File: src/rtl/usb_tx_packetizer_if.sv
// Endpoint-side byte stream plus ULPI transmit signals for the USB TX packetizer.
// The packetizer uses the slave modport; the endpoint/PHY side uses master.
interface usb_tx_packetizer_if;
  logic [7:0] data_i;
  logic       data_i_start_stop;
  logic       data_i_strb;
  logic       data_i_fail;
  logic [7:0] ulpi_data_o;
  logic       ulpi_stp;
  logic       ulpi_nxt;
  logic       ulpi_dir;
  logic       busy;

  modport master (
    output data_i, data_i_start_stop, ulpi_nxt, ulpi_dir,
    input  data_i_strb, data_i_fail, ulpi_data_o, ulpi_stp, busy
  );

  modport slave (
    input  data_i, data_i_start_stop, ulpi_nxt, ulpi_dir,
    output data_i_strb, data_i_fail, ulpi_data_o, ulpi_stp, busy
  );
endinterface

File: src/rtl/usb_tx_packetizer.sv
// USB transmit packetizer: frames endpoint bytes into a ULPI TX command, payload,
// CRC-16 (DATA PIDs only) and a one-cycle stop.
module usb_tx_packetizer (
  input logic                clk,
  input logic                nrst,
  usb_tx_packetizer_if.slave bus
);

  typedef enum logic [2:0] {
    StIdle, StTxCmd, StTxData, StTxCrcLo, StTxCrcHi, StTxStop
  } state_e;

  state_e      state_q, state_d;
  logic [3:0]  pid_q, pid_d;
  logic [7:0]  hold_q, hold_d;
  logic [15:0] crc_q, crc_d;
  logic        fail_q, fail_d;
  logic        pid_ok, accept;

  // CRC-16/USB, reflected polynomial, one byte LSB-first.
  function automatic logic [15:0] crc16_byte(input logic [15:0] crc, input logic [7:0] b);
    logic [15:0] c;
    c = crc;
    for (int i = 0; i < 8; i++) begin
      c = (c[0] ^ b[i]) ? ((c >> 1) ^ 16'hA001) : (c >> 1);
    end
    return c;
  endfunction

  assign pid_ok = (bus.data_i[7:4] == ~bus.data_i[3:0]);
  assign accept = bus.ulpi_nxt & ~bus.ulpi_dir;

  always_ff @(posedge clk or negedge nrst) begin
    if (!nrst) begin
      state_q <= StIdle;
      pid_q   <= 4'h0;
      hold_q  <= 8'h00;
      crc_q   <= 16'hFFFF;
      fail_q  <= 1'b0;
    end else begin
      state_q <= state_d;
      pid_q   <= pid_d;
      hold_q  <= hold_d;
      crc_q   <= crc_d;
      fail_q  <= fail_d;
    end
  end

  always_comb begin
    state_d = state_q;
    pid_d   = pid_q;
    hold_d  = hold_q;
    crc_d   = crc_q;
    fail_d  = 1'b0;
    unique case (state_q)
      StIdle: begin
        if (bus.data_i_start_stop) begin
          if (pid_ok && !bus.ulpi_dir) begin
            pid_d   = bus.data_i[3:0];
            crc_d   = 16'hFFFF;
            state_d = StTxCmd;
          end else begin
            fail_d = 1'b1;
          end
        end
      end
      StTxCmd, StTxData: begin
        if (bus.ulpi_dir) begin
          fail_d  = 1'b1;
          state_d = StIdle;
        end else if (bus.ulpi_nxt) begin
          // The byte just accepted in TX_DATA is the holding register; fold it in now.
          if (state_q == StTxData) crc_d = crc16_byte(crc_q, hold_q);
          if (!bus.data_i_start_stop) begin
            hold_d  = bus.data_i;
            state_d = StTxData;
          end else begin
            state_d = (pid_q[1:0] == 2'b11) ? StTxCrcLo : StTxStop;
          end
        end
      end
      StTxCrcLo: begin
        if (bus.ulpi_dir) begin
          fail_d  = 1'b1;
          state_d = StIdle;
        end else if (bus.ulpi_nxt) begin
          state_d = StTxCrcHi;
        end
      end
      StTxCrcHi: begin
        if (bus.ulpi_dir) begin
          fail_d  = 1'b1;
          state_d = StIdle;
        end else if (bus.ulpi_nxt) begin
          state_d = StTxStop;
        end
      end
      StTxStop: state_d = StIdle;
      default:  state_d = StIdle;
    endcase
  end

  always_comb begin
    bus.ulpi_data_o = 8'h00;
    bus.ulpi_stp    = 1'b0;
    bus.data_i_strb = 1'b0;
    unique case (state_q)
      StTxCmd: begin
        bus.ulpi_data_o = {4'b0100, pid_q};
        bus.data_i_strb = accept;
      end
      StTxData: begin
        bus.ulpi_data_o = hold_q;
        bus.data_i_strb = accept;
      end
      StTxCrcLo: bus.ulpi_data_o = ~crc_q[7:0];
      StTxCrcHi: bus.ulpi_data_o = ~crc_q[15:8];
      StTxStop:  bus.ulpi_stp = 1'b1;
      default: ;
    endcase
  end

  assign bus.busy        = (state_q != StIdle);
  assign bus.data_i_fail = fail_q;

endmodule

File: src/flat_wrapper.sv
// flat-port wrapper written by rule: the top's interface ports become plain ports
module usb_tx_packetizer_flat 
  (clk, nrst, bus_data_i, bus_data_i_start_stop, bus_ulpi_nxt, bus_ulpi_dir, bus_data_i_strb, bus_data_i_fail, bus_ulpi_data_o, bus_ulpi_stp, bus_busy);
  usb_tx_packetizer_if bus_i ();
  input logic clk;
  input logic nrst;
  input wire logic [$bits(bus_i.data_i)-1:0] bus_data_i;
  input wire logic [$bits(bus_i.data_i_start_stop)-1:0] bus_data_i_start_stop;
  input wire logic [$bits(bus_i.ulpi_nxt)-1:0] bus_ulpi_nxt;
  input wire logic [$bits(bus_i.ulpi_dir)-1:0] bus_ulpi_dir;
  output wire logic [$bits(bus_i.data_i_strb)-1:0] bus_data_i_strb;
  output wire logic [$bits(bus_i.data_i_fail)-1:0] bus_data_i_fail;
  output wire logic [$bits(bus_i.ulpi_data_o)-1:0] bus_ulpi_data_o;
  output wire logic [$bits(bus_i.ulpi_stp)-1:0] bus_ulpi_stp;
  output wire logic [$bits(bus_i.busy)-1:0] bus_busy;
  assign bus_i.data_i = bus_data_i;
  assign bus_i.data_i_start_stop = bus_data_i_start_stop;
  assign bus_i.ulpi_nxt = bus_ulpi_nxt;
  assign bus_i.ulpi_dir = bus_ulpi_dir;
  assign bus_data_i_strb = bus_i.data_i_strb;
  assign bus_data_i_fail = bus_i.data_i_fail;
  assign bus_ulpi_data_o = bus_i.ulpi_data_o;
  assign bus_ulpi_stp = bus_i.ulpi_stp;
  assign bus_busy = bus_i.busy;
  usb_tx_packetizer u_core (.clk(clk), .nrst(nrst), .bus(bus_i));
endmodule
File: config.mk
export PLATFORM = sky130hd
export DESIGN_NAME = usb_tx_packetizer_flat
export DESIGN_NICKNAME = d
export VERILOG_FILES = /design/src/rtl/usb_tx_packetizer_if.sv /design/src/rtl/usb_tx_packetizer.sv /design/src/flat_wrapper.sv
export SDC_FILE = /design/constraint.sdc
export NUM_CORES = 1
export LEC_CHECK = 0
export BUFFER_PORTS_ARGS = -buffer_cell sky130_fd_sc_hd__buf_2
export CORE_MARGIN = 10
export CORE_UTILIZATION = 55
export CTS_BUF_LIST = sky130_fd_sc_hd__clkbuf_4 sky130_fd_sc_hd__clkbuf_8
export DETAILED_ROUTE_END_ITERATION = 10
export HOLD_SLACK_MARGIN = 0.06
export PLACE_DENSITY = 0.81
export REMOVE_ABC_BUFFERS = 1
export SKIP_LAST_GASP = 1
export SLEW_MARGIN = 20
export SYNTH_ARGS = -nofsm -noshare
export SYNTH_HDL_FRONTEND = slang
export SYNTH_SLANG_ARGS = --single-unit
File: constraint.sdc
create_clock -name clk -period 2.93 [get_ports clk]
set_input_delay 0.586 -clock clk [delete_from_list [all_inputs] [get_ports clk]]
set_output_delay 0.586 -clock clk [all_outputs]
set_load 0.005 [all_outputs]
==> flow_summary.yaml, run 1 <==
sta:
  fmax_mhz: 401.6
  maxSlewViolCount: 0
  fin_crit_sh_pct: 84.98
  final_hold_viol_count: 0
  slew_headroom_pct: 54.59
  tns_ns: 0
  rsz0062_at_grt: "false"
  tightest_slew_ns: 0.6812
  setup_viol: 0
  layout_min_cycle_time_ns: 2.490
  fin_skew_ns: 0.008045
  setup_ws_ns: 0.4399
power_and_ir_drop:
  p_per_area_nw_per_um2: 1451
  seqPwrFrac_pct: 31.6
  cellLeakagePower_nw: 0.8942
  clkPwrFrac_pct: 11.0
  p_switching_mw: 1.127
  p_int_mw: 1.907
  vdd_drop_max_mv: 0.7575
  switching_share_pct: 37.14
  power_frac_comb_pct: 57.4
synthesis:
  yosys-top-cells-area: "dfstp_2 (23%), dfrtp_1 (22%), mux2_2 (7.3%), xnor2_1 (6.1%), xor2_1 (4.3%)"
  syn_area_sq_um: 1852
  synth_top_family_by_area: "compound AO/OA/AOI/OAI gates"
  yosys.area_share.xor_xnor_pct: 14.66
  synth-adder-area-share_pct: 0.5405
  synth.largest_area_cell: "dfstp_2"
  synth_flop_cell: "dfstp_2"
  synth_common_cells: "dfrtp_1 (16), dfstp_2 (16), xnor2_1 (13)"
  synth_mux_area_share_pct: 11.08
  synth.distinct_cells: 38
  synth-simple-area-share_pct: 8.649
  synth-seq-area-share_pct: 44.32
  avgSynthCellArea_sq_um: 11.22
  synth_compound_area_share_pct: 17.50
  ys_async_sr_fraction_pct: 100.0
  synth_cells: 165
  netlist.area_leader.share_pct: 22.70
  synth_seq_cells: 32
  synth-edff-count: 0
  ys.warnings.count: 0
clock_tree:
  cts_tree: "built"
  cts_resized: 0
  clkTransAtPathRegs_ns: 0.10
  cts_setup_buffers: 0
  hold_buffers: 0
  clockRootBuffer: "clkbuf_4"
  cts_max_level: 2
  cts.path.max_buffers: 2
  clk_latency_ns: 0.34
  numClockSinks: 32
  numCtsBuffers: 5
setup_path:
  critical_path.max_stage_delay_ns: 0.56
  cp.arrival_ns: 1.90
  startpoint_type: "flop"
  path_max_fanout: 16
  crit_buf_inv: 1
  worstPathRequired_ns: 2.34
  cpLargestDelayFamily: "simple AND/OR/NAND/NOR gates"
  critPathCaptureType: "output port"
  crit_type: "flop to output port"
  crit_chain: "nor2_1 > nand2_1 > o22ai_1 > buf_2"
  cp_slowest_cell: "dfrtp_1"
placement:
  gp_congestion: 0.9302
  dp_cells: 229
  hpwl_um: 3177
  dp_slack_ns: 0.7031
  port-buffer-count: 24
  placed_area_sq_um: 2011
run:
  maxCapViolations: 0
floorplan:
  initial_core_util_pct: 56.38
  die_y_um: 78.03
  io_pins: 25
  rows: 21
  core_region_area_sq_um: 3284
  dieArea_sq_um: 6088
  die_w_um: 78.03
routing:
  wl_per_cell_um: 17.58
  drt_iter0_markers: 92
  routed_wirelength_um: 4167
  ant_nets: 0
  vias_per_cell: 5.975
  vias: 1416
  drcViolationCount: 0
  first_pass_iters: 4
cells_and_area:
  seqCellArea_sq_um: 820.8
  final_cell_area_sq_um: 2091
  fin_util_pct: 63.66
  multi_input_area_sq_um: 970.9
  drive_above_1_share_pct: 35.08
  layout.cells.non_filler: 237
  diodes: 0
  syn2layout_area_growth_pct: 12.91
  layout.nets: 203
  nFillCells: 271
global_route:
  grt_max_degree: 33
  grt_pass1_wl_um: 6962
  grt_pass1_vias: 1450
  antenna_found_initial: 0
  track_usage_pct: 14.02
  grt_overflow: 0
status:
  run_status: "complete, no violations"
hold_path:
  hold_class: "primary input to asynchronous set/reset pin"
area by class of cell:
cell class | instances | area share, %
clock buffers | 5 | 1.795
clock inverters | 3 | 2.035
inverters | 7 | 1.257
multi-input cells | 118 | 46.44
flip-flops and latches | 32 | 39.26
well taps | 46 | 2.753
repair buffers | 26 | 6.463
power groups by stage:
stage / clock [mW] / combinational [mW] / sequential [mW]
after floorplan: 0 / 1.43 / 0.923
after global placement: 0 / 1.72 / 0.954
after detailed placement: 0 / 1.74 / 0.964
after CTS: 0.345 / 1.75 / 0.955
after global routing: 0.364 / 1.90 / 0.987
final: 0.334 / 1.74 / 0.959
metal layers:
metal | vias up | wire, um | share of wire [%] | GRT usage (%)
li1 | 656 | - | - | -
met1 | 705 | 1726 | 41 | 16.50
met2 | 41 | 2163 | 52 | 23.22
met3 | 14 | 178 | 4.3 | 4.328
met4 | 0 | 99 | 2.4 | 5.914
met5 | - | 0 | 0 | 0
cell usage in the layout (no fill, tap or decap), types with 2 or more instances in the layout:
cell / synthesis / final
a211oi_1: 2 / 2
a21oi_1: 5 / 5
a22oi_1: 4 / 4
a2bb2oi_1: 8 / 8
buf_2: 3 / 24
buf_4: 0 / 2
clkbuf_4: 0 / 5
dfrtp_1: 16 / 16
dfstp_2: 16 / 16
inv_1: 7 / 7
mux2_2: 12 / 12
mux2i_1: 7 / 7
nand2_1: 2 / 2
nand2b_1: 3 / 3
nand3b_1: 2 / 2
nor2_1: 9 / 9
nor2b_1: 2 / 2
nor3_1: 3 / 3
o21ai_0: 3 / 3
o22a_1: 7 / 7
o22ai_1: 8 / 8
or3_1: 3 / 3
xnor2_1: 13 / 13
xnor2_2: 2 / 2
xor2_1: 9 / 9
registers in the layout, summed over array words and instances, names as in the netlist:
register	count
u_core.pid_q	4
u_core.bus.data_i_fail	1
u_core.crc_q	16
u_core.state_q	3
u_core.hold_q	8
through the flow:
stage / power, mW / hold slack, ns
2_1_floorplan: 2.357 / 0.2904
5_1_grt: 3.252 / 0.3292
3_3_place_gp: 2.671 / 0.5001
4_1_cts: 3.054 / 0.3023
3_5_place_dp: 2.703 / 0.5067
6_report: 3.034 / 0.2753
cells by family after synthesis:
kind of cell | Yosys count
AO/OA/AOI/OAI | 44
buffers and inverters | 15
AND/OR/NAND/NOR | 28
XOR/XNOR | 26
flip-flops | 32
adder cells (fa/ha/maj) | 1
multiplexers | 19
final timing paths:
path,start,end,slack [ns],depth (start not counted)
worst max-delay path,u_core.state_q[1],bus_ulpi_data_o[3],0.44,4
worst min-delay path,nrst,u_core.bus.data_i_fail,0.28,1
max in group asynchronous,nrst,u_core.pid_q[2],2.21,1
worst max register to register,u_core.state_q[1],u_core.hold_q[2],0.70,4
worst min register to register,u_core.crc_q[6],u_core.crc_q[6],0.53,1
min in group clk,bus_ulpi_dir,u_core.state_q[2],0.50,2
(Power assumes the default switching activity.)
==> run 2, diff against run 1 <==
--- a/config.mk
+++ b/config.mk
@@ -5,13 +5,14 @@
 export SDC_FILE = /design/constraint.sdc
 export NUM_CORES = 1
 export LEC_CHECK = 0
+export ABC_AREA = 1
 export BUFFER_PORTS_ARGS = -buffer_cell sky130_fd_sc_hd__buf_2
 export CORE_MARGIN = 10
 export CORE_UTILIZATION = 55
 export CTS_BUF_LIST = sky130_fd_sc_hd__clkbuf_4 sky130_fd_sc_hd__clkbuf_8
 export DETAILED_ROUTE_END_ITERATION = 10
 export HOLD_SLACK_MARGIN = 0.06
-export PLACE_DENSITY = 0.81
+export PLACE_DENSITY = 0.8
 export REMOVE_ABC_BUFFERS = 1
 export SKIP_LAST_GASP = 1
 export SLEW_MARGIN = 20
==> constraint.sdc (replaced) <==
create_clock -name clk -period 2.5 [get_ports clk]
set_input_delay 0.5 -clock clk [delete_from_list [all_inputs] [get_ports clk]]
set_output_delay 0.5 -clock clk [all_outputs]
set_load 0.005 [all_outputs]
==> flow_summary.yaml, run 2 <==
routing:
  routed_wirelength_um: 4780
  drt_iter0_markers: 105
  vias: 1736
  wl_per_cell_um: 14.84
  ant_nets: 0
  first_pass_iters: 4
  vias_per_cell: 5.391
  drcViolationCount: 0
cells_and_area:
  layout_common_cells: "nand2_1 (41), inv_1 (39), buf_2 (24)"
  layout_commonest_cell: "nand2_1"
  nFillCells: 309
  fin_util_pct: 64.76
  reg.largest.list: "u_core.crc_q: 16 flops, u_core.hold_q: 8 flops, u_core.pid_q: 4 flops"
  largest_register_ffs: 16
  regMostFlops: "u_core.crc_q"
  syn2layout_area_growth_pct: 13.36
  layout.nets: 286
  diodes: 0
  drive_above_1_share_pct: 33.58
setup_path:
  cpLargestDelayFamily: "flip-flops"
  cp.depth: 8
  path_max_fanout: 8
  worstPathRequired_ns: 2.00
  crit_type: "flop to output port"
  critical_path.max_stage_delay_ns: 0.46
  crit_end: "bus_ulpi_data_o[2]"
  startpoint: "u_core.state_q[0]"
  critPathCaptureType: "output port"
  startpoint_type: "flop"
  ff2ff_path_depth: 17
  crit_chain: "nor2_1 > inv_1 > nor2_1 > inv_1 > o22ai_1 > a21oi_1 > o21ai_0 > buf_2"
  cp_slowest_cell: "dfrtp_1"
  r2r_start: "u_core.crc_q[1]"
  r2r_end: "u_core.crc_q[0]"
  crit_buf_inv: 3
  cp.arrival_ns: 1.84
  rrSetupSlack_ns: 0.43
floorplan:
  initial_core_util_pct: 57.12
  core_region_area_sq_um: 3689
  io_pins: 25
  die_w_um: 81.90
  dieArea_sq_um: 6707
  rows: 22
  die_y_um: 81.90
placement:
  gp_congestion: 0.8928
  port-buffer-count: 24
  hpwl_um: 3789
sta:
  final_hold_viol_count: 0
  fin_crit_sh_pct: 93.49
  layout_min_cycle_time_ns: 2.337
  slew_headroom_pct: 53.08
  tightest_slew_ns: 0.7038
  setup_viol: 0
  maxSlewViolCount: 0
  fin_skew_ns: 0.004083
  fmax_mhz: 427.8
  rsz0062_at_grt: "false"
  tns_ns: 0
synthesis:
  synth_seq_cells: 32
  netlist.area_leader.share_pct: 19.95
  synth_common_cells: "nand2_1 (41), inv_1 (39), dfrtp_1 (16), dfstp_2 (16), o21ai_0 (16)"
  synth.distinct_cells: 35
  ys_async_sr_fraction_pct: 100.0
  synth.largest_area_cell: "dfstp_2"
  synth-seq-area-share_pct: 38.95
  synth_flop_cell: "dfstp_2"
  synth_cells: 241
  yosys-top-cells-area: "dfstp_2 (20%), dfrtp_1 (19%), nand2_1 (7.3%), inv_1 (6.9%), nand2_4 (4.3%)"
  avgSynthCellArea_sq_um: 8.743
  yosys.cell_count.top_type: "nand2_1"
  synth-edff-count: 0
  ys.warnings.count: 0
  syn_area_sq_um: 2107
global_route:
  grt_overflow: 0
  grt_pass1_vias: 1722
  track_usage_pct: 15.56
  grt_max_degree: 33
  antenna_found_initial: 0
  grt_pass1_wl_um: 7990
power_and_ir_drop:
  vdd_drop_max_mv: 0.7695
  cellLeakagePower_nw: 1.182
  p_per_area_nw_per_um2: 1597
clock_tree:
  cts_tree: "built"
  clkTransAtPathRegs_ns: 0.06
  clockRootBuffer: "clkbuf_8"
  numCtsBuffers: 5
  cts.path.max_buffers: 2
  hold_buffers: 0
  numClockSinks: 32
  cts_resized: 0
  clk_latency_ns: 0.29
  cts_setup_buffers: 0
  cts_max_level: 2
run:
  maxCapViolations: 0
status:
  run_status: "complete, no violations"
hold_path:
  hold_class: "primary input to asynchronous set/reset pin"
run 2: cell types whose count changed in the layout (fill, tap and decap cells not counted), sizes merged, moves of 6 or more:
cell     previous run  this run
nand2               2        56
inv                 7        46
nand3               1        19
o21ai               3        18
xnor2              15         6
a2bb2oi             8         0
mux2               12         5
mux2i               7         0
o22a                8         1
a21oi               5        11
run 2: cell type report:
type,instances,area [sq um],area share [%]
clock buffers,8,97.59,4.086
repair buffers,26,135.1,5.657
inverters,46,180.2,7.543
multi-input cells,162,1095,45.84
flip-flops and latches,32,820.8,34.36
well taps,48,60.06,2.514
run 2: report_power, final:
| part | switching [mW] | internal (mW) |
|---|---|---|
| Clock | 0.185 | 0.246 |
| Combinational | 1.54 | 0.900 |
| Sequential | 0.185 | 0.758 |
run 2: cells by family (layout without fill, tap and decap cells):
kind of cell	after synthesis	in the layout	share of synthesized area, %
AND/OR/NAND/NOR	91	91	26.25
AO/OA/AOI/OAI	50	50	15.68
buffers and inverters	47	80	9.085
flip-flops	32	32	38.95
XOR/XNOR	16	16	6.651
multiplexers	5	5	3.385
run 2: worst reg2reg max path, cell delays in order (launching register included):
cell and delay [ns]:
dfstp_2 0.56, inv_1 0.07, nand2_1 0.08, nand2_2 0.08, nand2_4 0.09, nand2_4 0.07
nand2_2 0.07, nand3_2 0.10, nand2_4 0.13, nand2_4 0.07, nand2_4 0.09, nand2_1 0.07
nand3_2 0.10, nand3_1 0.12, nand3_1 0.11, nand3_1 0.10, nand2_1 0.07, inv_1 0.03
run 2: worst min path at each step:
stage,end,slack [ns],depth (start not counted)
6_report,u_core.pid_q[2],0.26,1
4_1_cts,u_core.pid_q[2],0.27,1
5_1_grt,u_core.pid_q[0],0.29,1
2_1_floorplan,u_core.bus.data_i_fail,0.20,0
3_5_place_dp,u_core.crc_q[4],0.48,2
3_3_place_gp,u_core.crc_q[4],0.48,2
run 2: through the flow:
stage	worst slack, ns	hold WS (ns)	area, sq um	total power [mW]	instances
finish	0.1627	0.2575	2389	3.814	322
floorplan	0.6604	0.2044	2096	2.818	240
global route	0.02183	0.2850	2389	4.144	322
detailed placement	0.3515	0.4814	2291	3.378	314
global placement	0.4218	0.4811	2291	3.341	314
CTS	0.1933	0.2704	2389	3.830	322
run 2: layer usage:
layer  track usage [%]  share of wire [%]  vias to the layer above
met4             9.014                2.9                        0
li1                  -                  -                      864
met1             18.82                 44                      806
met5                 0                  0                        -
met2             25.16                 48                       53
met3             3.166                4.6                       13
